### config.mk
export PLATFORM = sky130hd
export DESIGN_NAME = ram_port_arbiter_flat
export DESIGN_NICKNAME = d
export VERILOG_FILES = /design/src/rtl/k_and_s_pkg.sv /design/src/rtl/ram_port_arbiter_if.sv /design/src/rtl/ram_port_arbiter.sv /design/src/flat_wrapper.sv
export SDC_FILE = /design/constraint.sdc
export NUM_CORES = 1
export LEC_CHECK = 0
export ABC_AREA = 1
export CAP_MARGIN = 10
export CORE_MARGIN = 2
export CORE_UTILIZATION = 27
export CTS_CLUSTER_DIAMETER = 100
export DETAILED_ROUTE_END_ITERATION = 10
export PLACE_DENSITY = 0.83
export SETUP_SLACK_MARGIN = 0.05
export SYNTH_ARGS = -nofsm -noshare
export SYNTH_HDL_FRONTEND = slang
export SYNTH_SLANG_ARGS = --single-unit
export TNS_END_PERCENT = 50
### constraint.sdc
create_clock -name clk -period 2.4 [get_ports clk]
set_input_delay 0.72 -clock clk [delete_from_list [all_inputs] [get_ports clk]]
set_output_delay 0.72 -clock clk [all_outputs]
set_load 0.05 [all_outputs]
### src/rtl/k_and_s_pkg.sv
`default_nettype none
// ============================================================================
// Module   : k_and_s_pkg
// Purpose  : Shared types and constants for the RAM port arbiter: owner
//            encoding, default burst limit and the burst counter width.
// Revision : 1.0 - initial release
// ============================================================================
package k_and_s_pkg;

    // Identifies which requester currently owns (or last owned) the RAM port.
    typedef enum logic {
        OWNER_CPU = 1'b0,
        OWNER_DBG = 1'b1
    } mem_owner_t;

    // Default number of back-to-back grants one owner may take while the
    // other port is waiting.
    localparam int DEFAULT_MAX_BURST = 4;

    // Burst counter width; large enough for the maximum legal burst of 15.
    localparam int BURST_CNT_WIDTH = 4;

    // Returns the owner opposite to the one given.
    function automatic mem_owner_t other_owner(input mem_owner_t owner);
        return (owner == OWNER_CPU) ? OWNER_DBG : OWNER_CPU;
    endfunction

endpackage : k_and_s_pkg
`default_nettype wire

### src/rtl/ram_port_arbiter_if.sv
`default_nettype none
// ============================================================================
// Module   : ram_port_arbiter_if
// Purpose  : Bundles the CPU port, debug port and RAM-side signals of the
//            RAM port arbiter. The slave modport is the arbiter view; the
//            master modport is the view of the surrounding requesters + RAM.
// Revision : 1.0 - initial release
// ============================================================================
interface ram_port_arbiter_if #(
    parameter int ADDR_WIDTH = 8,
    parameter int DATA_WIDTH = 16
);
    // CPU port
    logic                  cpu_req;
    logic                  cpu_we;
    logic [ADDR_WIDTH-1:0] cpu_addr;
    logic [DATA_WIDTH-1:0] cpu_wdata;
    logic                  cpu_gnt;
    logic                  cpu_rvalid;
    logic [DATA_WIDTH-1:0] cpu_rdata;
    logic                  cpu_blocked;

    // Debug / loader port
    logic                  dbg_req;
    logic                  dbg_we;
    logic [ADDR_WIDTH-1:0] dbg_addr;
    logic [DATA_WIDTH-1:0] dbg_wdata;
    logic                  dbg_lock;
    logic                  dbg_gnt;
    logic                  dbg_rvalid;
    logic [DATA_WIDTH-1:0] dbg_rdata;

    // RAM side
    logic [ADDR_WIDTH-1:0] ram_addr;
    logic                  ram_we;
    logic [DATA_WIDTH-1:0] ram_wdata;
    logic [DATA_WIDTH-1:0] ram_rdata;

    // Arbiter view
    modport slave (
        input  cpu_req, cpu_we, cpu_addr, cpu_wdata,
        output cpu_gnt, cpu_rvalid, cpu_rdata, cpu_blocked,
        input  dbg_req, dbg_we, dbg_addr, dbg_wdata, dbg_lock,
        output dbg_gnt, dbg_rvalid, dbg_rdata,
        output ram_addr, ram_we, ram_wdata,
        input  ram_rdata
    );

    // Requesters and RAM view
    modport master (
        output cpu_req, cpu_we, cpu_addr, cpu_wdata,
        input  cpu_gnt, cpu_rvalid, cpu_rdata, cpu_blocked,
        output dbg_req, dbg_we, dbg_addr, dbg_wdata, dbg_lock,
        input  dbg_gnt, dbg_rvalid, dbg_rdata,
        input  ram_addr, ram_we, ram_wdata,
        output ram_rdata
    );

endinterface : ram_port_arbiter_if
`default_nettype wire

### src/rtl/ram_port_arbiter.sv
`default_nettype none
// ============================================================================
// Module   : ram_port_arbiter
// Purpose  : Shares one single-port RAM between the CPU and the debug/loader
//            port. One access per cycle, round-robin with a burst limit,
//            exclusive debug lock, one-cycle read return to the issuer.
// Revision : 1.0 - initial release
// ============================================================================
module ram_port_arbiter
    import k_and_s_pkg::*;
#(
    parameter int ADDR_WIDTH = 8,
    parameter int DATA_WIDTH = 16,
    parameter int MAX_BURST  = DEFAULT_MAX_BURST
) (
    input  wire logic          clk,
    input  wire logic          rst_n,
    ram_port_arbiter_if.slave  bus
);

    localparam logic [BURST_CNT_WIDTH-1:0] C_MAX_BURST = BURST_CNT_WIDTH'(MAX_BURST);
    localparam logic [BURST_CNT_WIDTH-1:0] C_ONE       = BURST_CNT_WIDTH'(1);

    // Registered arbitration state
    mem_owner_t                 r_last_owner;
    logic [BURST_CNT_WIDTH-1:0] r_burst_cnt;   // 0 means "no grant last cycle"
    logic                       r_cpu_rvalid;
    logic                       r_dbg_rvalid;

    // Combinational decision
    logic                  w_cpu_elig;
    logic                  w_dbg_elig;
    mem_owner_t            w_winner;
    logic                  w_cpu_gnt;
    logic                  w_dbg_gnt;
    logic                  w_any_gnt;
    mem_owner_t            w_gnt_owner;
    logic [ADDR_WIDTH-1:0] w_ram_addr;
    logic [DATA_WIDTH-1:0] w_ram_wdata;
    logic                  w_ram_we;

    // Arbitration and RAM mux; every grant and strobe is held low in reset.
    always_comb begin
        w_cpu_elig  = bus.cpu_req & ~bus.dbg_lock;
        w_dbg_elig  = bus.dbg_req;
        w_winner    = OWNER_CPU;
        w_cpu_gnt   = 1'b0;
        w_dbg_gnt   = 1'b0;
        w_ram_addr  = '0;
        w_ram_wdata = '0;
        w_ram_we    = 1'b0;
        if (rst_n) begin
            if (w_cpu_elig && w_dbg_elig) begin
                // Keep the bus while the running burst is below the limit;
                // otherwise (limit hit or idle last cycle) hand it over.
                if ((r_burst_cnt != '0) && (r_burst_cnt < C_MAX_BURST)) begin
                    w_winner = r_last_owner;
                end else begin
                    w_winner = other_owner(r_last_owner);
                end
                w_cpu_gnt = (w_winner == OWNER_CPU);
                w_dbg_gnt = (w_winner == OWNER_DBG);
            end else begin
                w_cpu_gnt = w_cpu_elig;
                w_dbg_gnt = w_dbg_elig;
            end

            // Debug drives the RAM only when granted; CPU address otherwise.
            if (w_dbg_gnt) begin
                w_ram_addr  = bus.dbg_addr;
                w_ram_wdata = bus.dbg_wdata;
                w_ram_we    = bus.dbg_we;
            end else begin
                w_ram_addr  = bus.cpu_addr;
                w_ram_wdata = bus.cpu_wdata;
                w_ram_we    = w_cpu_gnt & bus.cpu_we;
            end
        end
    end

    assign w_any_gnt   = w_cpu_gnt | w_dbg_gnt;
    assign w_gnt_owner = w_dbg_gnt ? OWNER_DBG : OWNER_CPU;

    // Burst tracking, last owner and the one-cycle read-valid pulses.
    always_ff @(posedge clk or negedge rst_n) begin
        if (!rst_n) begin
            r_last_owner <= OWNER_DBG;
            r_burst_cnt  <= '0;
            r_cpu_rvalid <= 1'b0;
            r_dbg_rvalid <= 1'b0;
        end else begin
            r_cpu_rvalid <= w_cpu_gnt & ~bus.cpu_we;
            r_dbg_rvalid <= w_dbg_gnt & ~bus.dbg_we;
            if (w_any_gnt) begin
                r_last_owner <= w_gnt_owner;
                if ((w_gnt_owner != r_last_owner) || (r_burst_cnt == '0)) begin
                    r_burst_cnt <= C_ONE;
                end else if (r_burst_cnt < C_MAX_BURST) begin
                    r_burst_cnt <= r_burst_cnt + C_ONE;
                end
            end else begin
                r_burst_cnt <= '0;
            end
        end
    end

    assign bus.cpu_gnt     = w_cpu_gnt;
    assign bus.dbg_gnt     = w_dbg_gnt;
    assign bus.cpu_blocked = bus.cpu_req & ~w_cpu_gnt & rst_n;
    assign bus.ram_addr    = w_ram_addr;
    assign bus.ram_wdata   = w_ram_wdata;
    assign bus.ram_we      = w_ram_we;
    assign bus.cpu_rvalid  = r_cpu_rvalid;
    assign bus.dbg_rvalid  = r_dbg_rvalid;
    // Read data is a passthrough; the rvalid flags tell who owns it.
    assign bus.cpu_rdata   = bus.ram_rdata;
    assign bus.dbg_rdata   = bus.ram_rdata;

endmodule : ram_port_arbiter
`default_nettype wire

### src/flat_wrapper.sv
// flat-port wrapper written by rule: the top's interface ports become plain ports
module ram_port_arbiter_flat import k_and_s_pkg::*;
#(
    parameter int ADDR_WIDTH = 8,
    parameter int DATA_WIDTH = 16,
    parameter int MAX_BURST  = DEFAULT_MAX_BURST
)
  (clk, rst_n, bus_cpu_req, bus_cpu_we, bus_cpu_addr, bus_cpu_wdata, bus_cpu_gnt, bus_cpu_rvalid, bus_cpu_rdata, bus_cpu_blocked, bus_dbg_req, bus_dbg_we, bus_dbg_addr, bus_dbg_wdata, bus_dbg_lock, bus_dbg_gnt, bus_dbg_rvalid, bus_dbg_rdata, bus_ram_addr, bus_ram_we, bus_ram_wdata, bus_ram_rdata);
  ram_port_arbiter_if #(.ADDR_WIDTH(ADDR_WIDTH), .DATA_WIDTH(DATA_WIDTH)) bus_i ();
  input  wire logic clk;
  input  wire logic rst_n;
  input wire logic [$bits(bus_i.cpu_req)-1:0] bus_cpu_req;
  input wire logic [$bits(bus_i.cpu_we)-1:0] bus_cpu_we;
  input wire logic [$bits(bus_i.cpu_addr)-1:0] bus_cpu_addr;
  input wire logic [$bits(bus_i.cpu_wdata)-1:0] bus_cpu_wdata;
  output wire logic [$bits(bus_i.cpu_gnt)-1:0] bus_cpu_gnt;
  output wire logic [$bits(bus_i.cpu_rvalid)-1:0] bus_cpu_rvalid;
  output wire logic [$bits(bus_i.cpu_rdata)-1:0] bus_cpu_rdata;
  output wire logic [$bits(bus_i.cpu_blocked)-1:0] bus_cpu_blocked;
  input wire logic [$bits(bus_i.dbg_req)-1:0] bus_dbg_req;
  input wire logic [$bits(bus_i.dbg_we)-1:0] bus_dbg_we;
  input wire logic [$bits(bus_i.dbg_addr)-1:0] bus_dbg_addr;
  input wire logic [$bits(bus_i.dbg_wdata)-1:0] bus_dbg_wdata;
  input wire logic [$bits(bus_i.dbg_lock)-1:0] bus_dbg_lock;
  output wire logic [$bits(bus_i.dbg_gnt)-1:0] bus_dbg_gnt;
  output wire logic [$bits(bus_i.dbg_rvalid)-1:0] bus_dbg_rvalid;
  output wire logic [$bits(bus_i.dbg_rdata)-1:0] bus_dbg_rdata;
  output wire logic [$bits(bus_i.ram_addr)-1:0] bus_ram_addr;
  output wire logic [$bits(bus_i.ram_we)-1:0] bus_ram_we;
  output wire logic [$bits(bus_i.ram_wdata)-1:0] bus_ram_wdata;
  input wire logic [$bits(bus_i.ram_rdata)-1:0] bus_ram_rdata;
  assign bus_i.cpu_req = bus_cpu_req;
  assign bus_i.cpu_we = bus_cpu_we;
  assign bus_i.cpu_addr = bus_cpu_addr;
  assign bus_i.cpu_wdata = bus_cpu_wdata;
  assign bus_cpu_gnt = bus_i.cpu_gnt;
  assign bus_cpu_rvalid = bus_i.cpu_rvalid;
  assign bus_cpu_rdata = bus_i.cpu_rdata;
  assign bus_cpu_blocked = bus_i.cpu_blocked;
  assign bus_i.dbg_req = bus_dbg_req;
  assign bus_i.dbg_we = bus_dbg_we;
  assign bus_i.dbg_addr = bus_dbg_addr;
  assign bus_i.dbg_wdata = bus_dbg_wdata;
  assign bus_i.dbg_lock = bus_dbg_lock;
  assign bus_dbg_gnt = bus_i.dbg_gnt;
  assign bus_dbg_rvalid = bus_i.dbg_rvalid;
  assign bus_dbg_rdata = bus_i.dbg_rdata;
  assign bus_ram_addr = bus_i.ram_addr;
  assign bus_ram_we = bus_i.ram_we;
  assign bus_ram_wdata = bus_i.ram_wdata;
  assign bus_i.ram_rdata = bus_ram_rdata;
  ram_port_arbiter #(.ADDR_WIDTH(ADDR_WIDTH), .DATA_WIDTH(DATA_WIDTH), .MAX_BURST(MAX_BURST)) u_core (.clk(clk), .rst_n(rst_n), .bus(bus_i));
endmodule
# --- Yosys cells after proc, flatten, opt, wreduce, memory -nomap -nowiden ---
# Index checks and enable logic that the tools add are counted.
classes:
  muxes: 20
  reduce_logical: 5
  n_eq_ne: 2
  magnitude_cmp: 1
  bitwise_logic: 12
  n_addsub: 1
op_table:
  columns: ["cell", "count"]
  rows:
  - ["$mux W16", 2]
  - ["$mux W8", 2]
  - ["$mux W1", 13]
  - ["$mux W4", 3]
  - ["$and A1 B1 Y1", 6]
  - ["$not A1 Y1", 5]
  - ["$add A4 B1 Y4 const B", 1]
  - ["$logic_not A4 Y1", 1]
  - ["$lt A4 B3 Y1 const B", 1]
  - ["$reduce_bool A4 Y1", 1]
  - ["$ne A3 B3 Y1 const B", 1]
  - ["$logic_and A1 B1 Y1", 2]
  - ["$logic_or A1 B1 Y1", 1]
  - ["$ne A1 B1 Y1", 1]
  - ["$or A1 B1 Y1", 1]
word_totals:
  reg_bits: 7
  output_inout_bits: 62
  elab_cells: 45

# --- Logic depth before layout (Yosys ltp) ---
depth:
  word_depth: 13
  mapped_depth: 12
  ltp_nobuf: 12

# --- Least setup slack after synthesis ---
# No wires, ideal clock.
synth_path:
  path_kind: "in2out"
  startpoint: "input bus_cpu_req"
  endpoint: "output bus_ram_addr[3]"
  stages: 7
  path_buffers: 1
  t_required_ns: 1.680
  path_slack_ns: -0.398
  arrival_time_ns: 2.078
  path_cell_list: "inv_1 > nor2_1 > nand3_4 > nand2_4 > buf_4 > o21ai_0 > nor2_1"
synth_between:
  elab_chain_cells: 6
synth_rtl:
  columns: ["element", "line_no", "rtl"]
  rows:
  - ["from (decl)", "flat_wrapper.sv:12", "input wire logic [$bits(bus_i.cpu_req)-1:0] bus_cpu_req;"]
  - ["$and A1 B1 Y1", "ram_port_arbiter.sv:44", "w_cpu_elig = bus.cpu_req & ~bus.dbg_lock;"]
  - ["$logic_and A1 B1 Y1", "ram_port_arbiter.sv:53", "if (w_cpu_elig && w_dbg_elig) begin"]
  - ["$mux W1", "ram_port_arbiter.sv:53", null]
  - ["$mux W1", "ram_port_arbiter.sv:52", "if (rst_n) begin"]
  - ["$mux W8", "ram_port_arbiter.sv:69", "if (w_dbg_gnt) begin"]
  - ["$mux W8", "ram_port_arbiter.sv:52", null]
  - ["to (decl)", "flat_wrapper.sv:28", "output wire logic [$bits(bus_i.ram_addr)-1:0] bus_ram_addr;"]
# No other way between the ends. The select of a mux whose other input is x is not followed.

# --- Final worst setup path ---
layout_path:
  startpoint: "register u_core.r_burst_cnt[1]"
  endpoint: "output bus_ram_wdata[8]"
layout_between:
  elab_chain_cells: 9
  word_cells_on_any_way: 10
  cone_classes: "order compare (1); mux (7); reduce/logical (2)"
layout_rtl:
  columns: ["element", "line_no", "rtl"]
  rows:
  - ["from (decl)", "ram_port_arbiter.sv:26", "logic [BURST_CNT_WIDTH-1:0] r_burst_cnt; // 0 means \"no grant last cycle\""]
  - ["from (signal assigned)", "ram_port_arbiter.sv:99", "r_burst_cnt <= r_burst_cnt + C_ONE;"]
  - ["$lt A4 B3 Y1 or $reduce_bool A4 Y1 (tied branches)", "ram_port_arbiter.sv:56", "if ((r_burst_cnt != '0) && (r_burst_cnt < C_MAX_BURST)) begin"]
  - ["$logic_and A1 B1 Y1 (*)", "ram_port_arbiter.sv:56", null]
  - ["$mux W1 (*)", "ram_port_arbiter.sv:56", null]
  - ["$mux W1 (*)", "ram_port_arbiter.sv:53", null]
  - ["$mux W1 (*)", "ram_port_arbiter.sv:52", null]
  - ["$mux W1 (*)", "ram_port_arbiter.sv:53", null]
  - ["$mux W1 (*)", "ram_port_arbiter.sv:52", null]
  - ["$mux W16 (*)", "ram_port_arbiter.sv:69", null]
  - ["$mux W16 (*)", "ram_port_arbiter.sv:52", null]
  - ["to (decl)", "flat_wrapper.sv:30", "output wire logic [$bits(bus_i.ram_wdata)-1:0] bus_ram_wdata;"]
# Mark *: on every way between the ends. The rest lies on a longest branch, timed or not. The select of a mux whose other input is x is not followed.

==> impl_metrics.yaml <==
timing:
  rsz0062_at_grt: "true"
  post-route-period-util_pct: 110.6
  hold_viol_final: 0
  finClkSkew_ps: 4.737
  timing.final.crit_period_ps: 2653
  relSlewSlack_pct: 65.91
  finalSetupViolCount: 26
  setup_slack_ps: -253.4
  final_max_slew_viol_count: 0
  tightest_slew_ps: 509.8
  max_freq_mhz: 376.9
  tns_ps: -5048
logic_synthesis:
  syn_avg_cell_area_um2: 6.497
  synth.area.top_cells: "buf_4 22%, nor2_1 18%, dfrtp_1 14%"
  yosysWarnings: 0
  ys_seq_elements: 7
  synth_most_common_cell: "nor2_1"
  synthTopCellsByCount: "54 x nor2_1, 33 x buf_4, 16 x o21ai_0"
  netlist_area_um2: 1111
  ys_seq_area_share_pct: 15.88
  synth_top_flop_cell: "dfrtp_1"
  synthCells: 171
  yosysUniqueCellTypes: 24
  yosys.area.top_type: "buf_4"
  synth-edff-count: 0
  synthDominantCellAreaShare_pct: 22.30
  postSynthNetCount: 244
  synth-async-reset-ratio_pct: 100.0
routing:
  drtPass1Iterations: 4
  drt-initial-drc-count: 74
  postRouteAntennaNets: 0
  num_vias: 1410
  wire_per_inst_um: 19.03
  vias_per_cell: 4.780
  wirelength_um: 5613
  drc_errors: 0
die:
  start_util_pct: 27.98
  die_y_um: 68.15
  die_w_um: 68.15
  core_um2: 3971
  die_area_um2: 4644
  rows: 23
  io_pins: 133
cts:
  cts.clk_slew.worst_paths_ps: 40
  hold_buffers: 0
  cts_sinks: 7
  clock_latency_ps: 220
  clk_path_buf_depth: 2
  htreeDepth: 1
  cts_root_buffer: "clkbuf_8"
  cts_tree: "yes"
  cts_buffers: 3
setup_path:
  cp.arrival_ps: 1930
  cp_num_buf_inv: 5
  worstPathMaxFanout: 8
  slowest_stage: "dfrtp_1"
  crit_type: "flop to output port"
  critPathTopFamily: "buffers and inverters"
  crit_top_cell: "buf_12"
  cp.depth: 11
  cpPeakStageDelay_ps: 380
  worstPathCellList: "inv_2, ha_4, inv_4, nand3_2, nand3_4, nand2_8, buf_12, buf_12, o21ai_2, nor2_4, buf_12"
  worst-endpoint-required_ps: 1680
  cp-start-kind: "flop"
  ff2ff_path_depth: 14
  end_kind: "output port"
run_status:
  outcome: "finished with violations"
  failed_checks: "setup timing"
cells_and_area:
  area_growth_syn_to_layout_pct: 148.9
  diodes: 0
  seqCellArea_um2: 176.4
  multi_input_area_um2: 1036
  drive_above_1_share_pct: 57.96
  nets: 319
  fillers: 232
job:
  maxCapViolCount: 0
global_routing:
  antenna_found_initial: 0
  busiest_layer: "met2"
  grt_pass1_vias: 1521
  grt_max_degree: 22
  use_met3_pct: 6.579
  grt_overflow: 0
  met1_usage_pct: 23.21
  gr-usage-met2_pct: 39.32
  grt_use_total_pct: 21.36
  grt_pass1_wl_um: 7410
placed_design:
  io_buffers: 84
  dp_slack_ps: -482.2
  post-dp-hpwl_um: 3471
  gp_congestion: 0.8243
power:
  pwr_density_cell_nw_per_um2: 377.0
  ir_drop_mv: 0.1787
  power.leakage_nw: 1.097
hold_path:
  hp-class: "input port to asynchronous set/reset pin"
## final cells by class
class	count	share of cell area, %
repair buffers	108	49.64
multi-input cells	114	37.47
flip-flops and latches	7	6.380
inverters	11	2.308
well taps	50	2.262
clock buffers	4	1.629
repair inverters	1	0.3167
## where the power goes
group          switching, W  leakage [nW]  total [W]  internal (W)
sequential       0.00000569        0.0925   0.000132      0.000127
combinational      0.000393         0.982   0.000745      0.000352
clock             0.0000502        0.0228   0.000165      0.000115
total              0.000449          1.10    0.00104      0.000594
## what timing repair did
action                                  4_1_cts  5_1_grt
resized for setup                            52       31
endpoints found under the setup margin       28       28
gates cloned                                  2        0
pin swaps                                    17       13
setup buffers                                 3        4
## per-stage QoR
stage	util (%)	cell area, µm²	total power, W	std cells	hold slack, ps
2_1_floorplan	-	1334	0.0005957	171	424.4
3_3_place_gp	59.23	2352	0.0007454	282	525.4
3_5_place_dp	59.23	2352	0.0007568	282	534.4
4_1_cts	65.85	2615	0.0009840	291	541.1
5_1_grt	69.63	2765	0.001081	295	494.0
6_report	69.63	2765	0.001042	295	491.0
## state kept, by name (all words and copies together), names as in the netlist
signal,count
u_core.r_burst_cnt,4
u_core.bus.dbg_rvalid,1
u_core.bus.cpu_rvalid,1
u_core.r_last_owner,1
## cells by family (layout without fill, tap and decap cells)
| family | Yosys count | in the layout | synth area share (%) |
|---|---|---|---|
| buf+inv | 50 | 124 | 30.41 |
| xor+xnor | 1 | 1 | 0.7884 |
| compound gates | 27 | 27 | 12.95 |
| simple gates | 84 | 84 | 37.73 |
| flops | 7 | 7 | 15.88 |
| fa+ha+maj | 2 | 2 | 2.252 |
## worst paths after layout
check                                 startpoint                     to  slack, ps
max reg2reg                u_core.r_burst_cnt[1]  u_core.r_burst_cnt[1]        570
max in group asynchronous                  rst_n    u_core.r_last_owner       1610
min                                        rst_n  u_core.r_burst_cnt[0]        490
max                        u_core.r_burst_cnt[1]       bus_ram_wdata[8]       -250
min reg2reg                u_core.r_burst_cnt[3]  u_core.r_burst_cnt[3]        540
min in group clk           u_core.r_burst_cnt[3]  u_core.r_burst_cnt[3]        540
## cells in the final DEF, fill, tap and decap left out, types with 2 or more instances in the layout
cell type / instances
dfrtp_1: 6
clkbuf_8: 3
buf_4: 16
nor2_1: 14
inv_2: 3
buf_2: 2
nor2_2: 14
inv_1: 5
o21ai_2: 5
nand2_2: 5
o21ai_0: 3
o21ai_1: 3
nor2_4: 27
nand2_1: 6
nand3_1: 8
nand4_1: 2
o21ai_4: 14
buf_6: 2
clkdlybuf4s50_1: 52
nand3_4: 4
buf_12: 32
## routing by layer
| metal | vias to the layer above | share of wire [%] |
|---|---|---|
| met1 | 656 | 38 |
| met4 | 0 | 3.5 |
| met2 | 78 | 49 |
| met5 | - | 0 |
| met3 | 14 | 9.4 |
| li1 | 662 | - |
(Power assumes the default switching activity.)
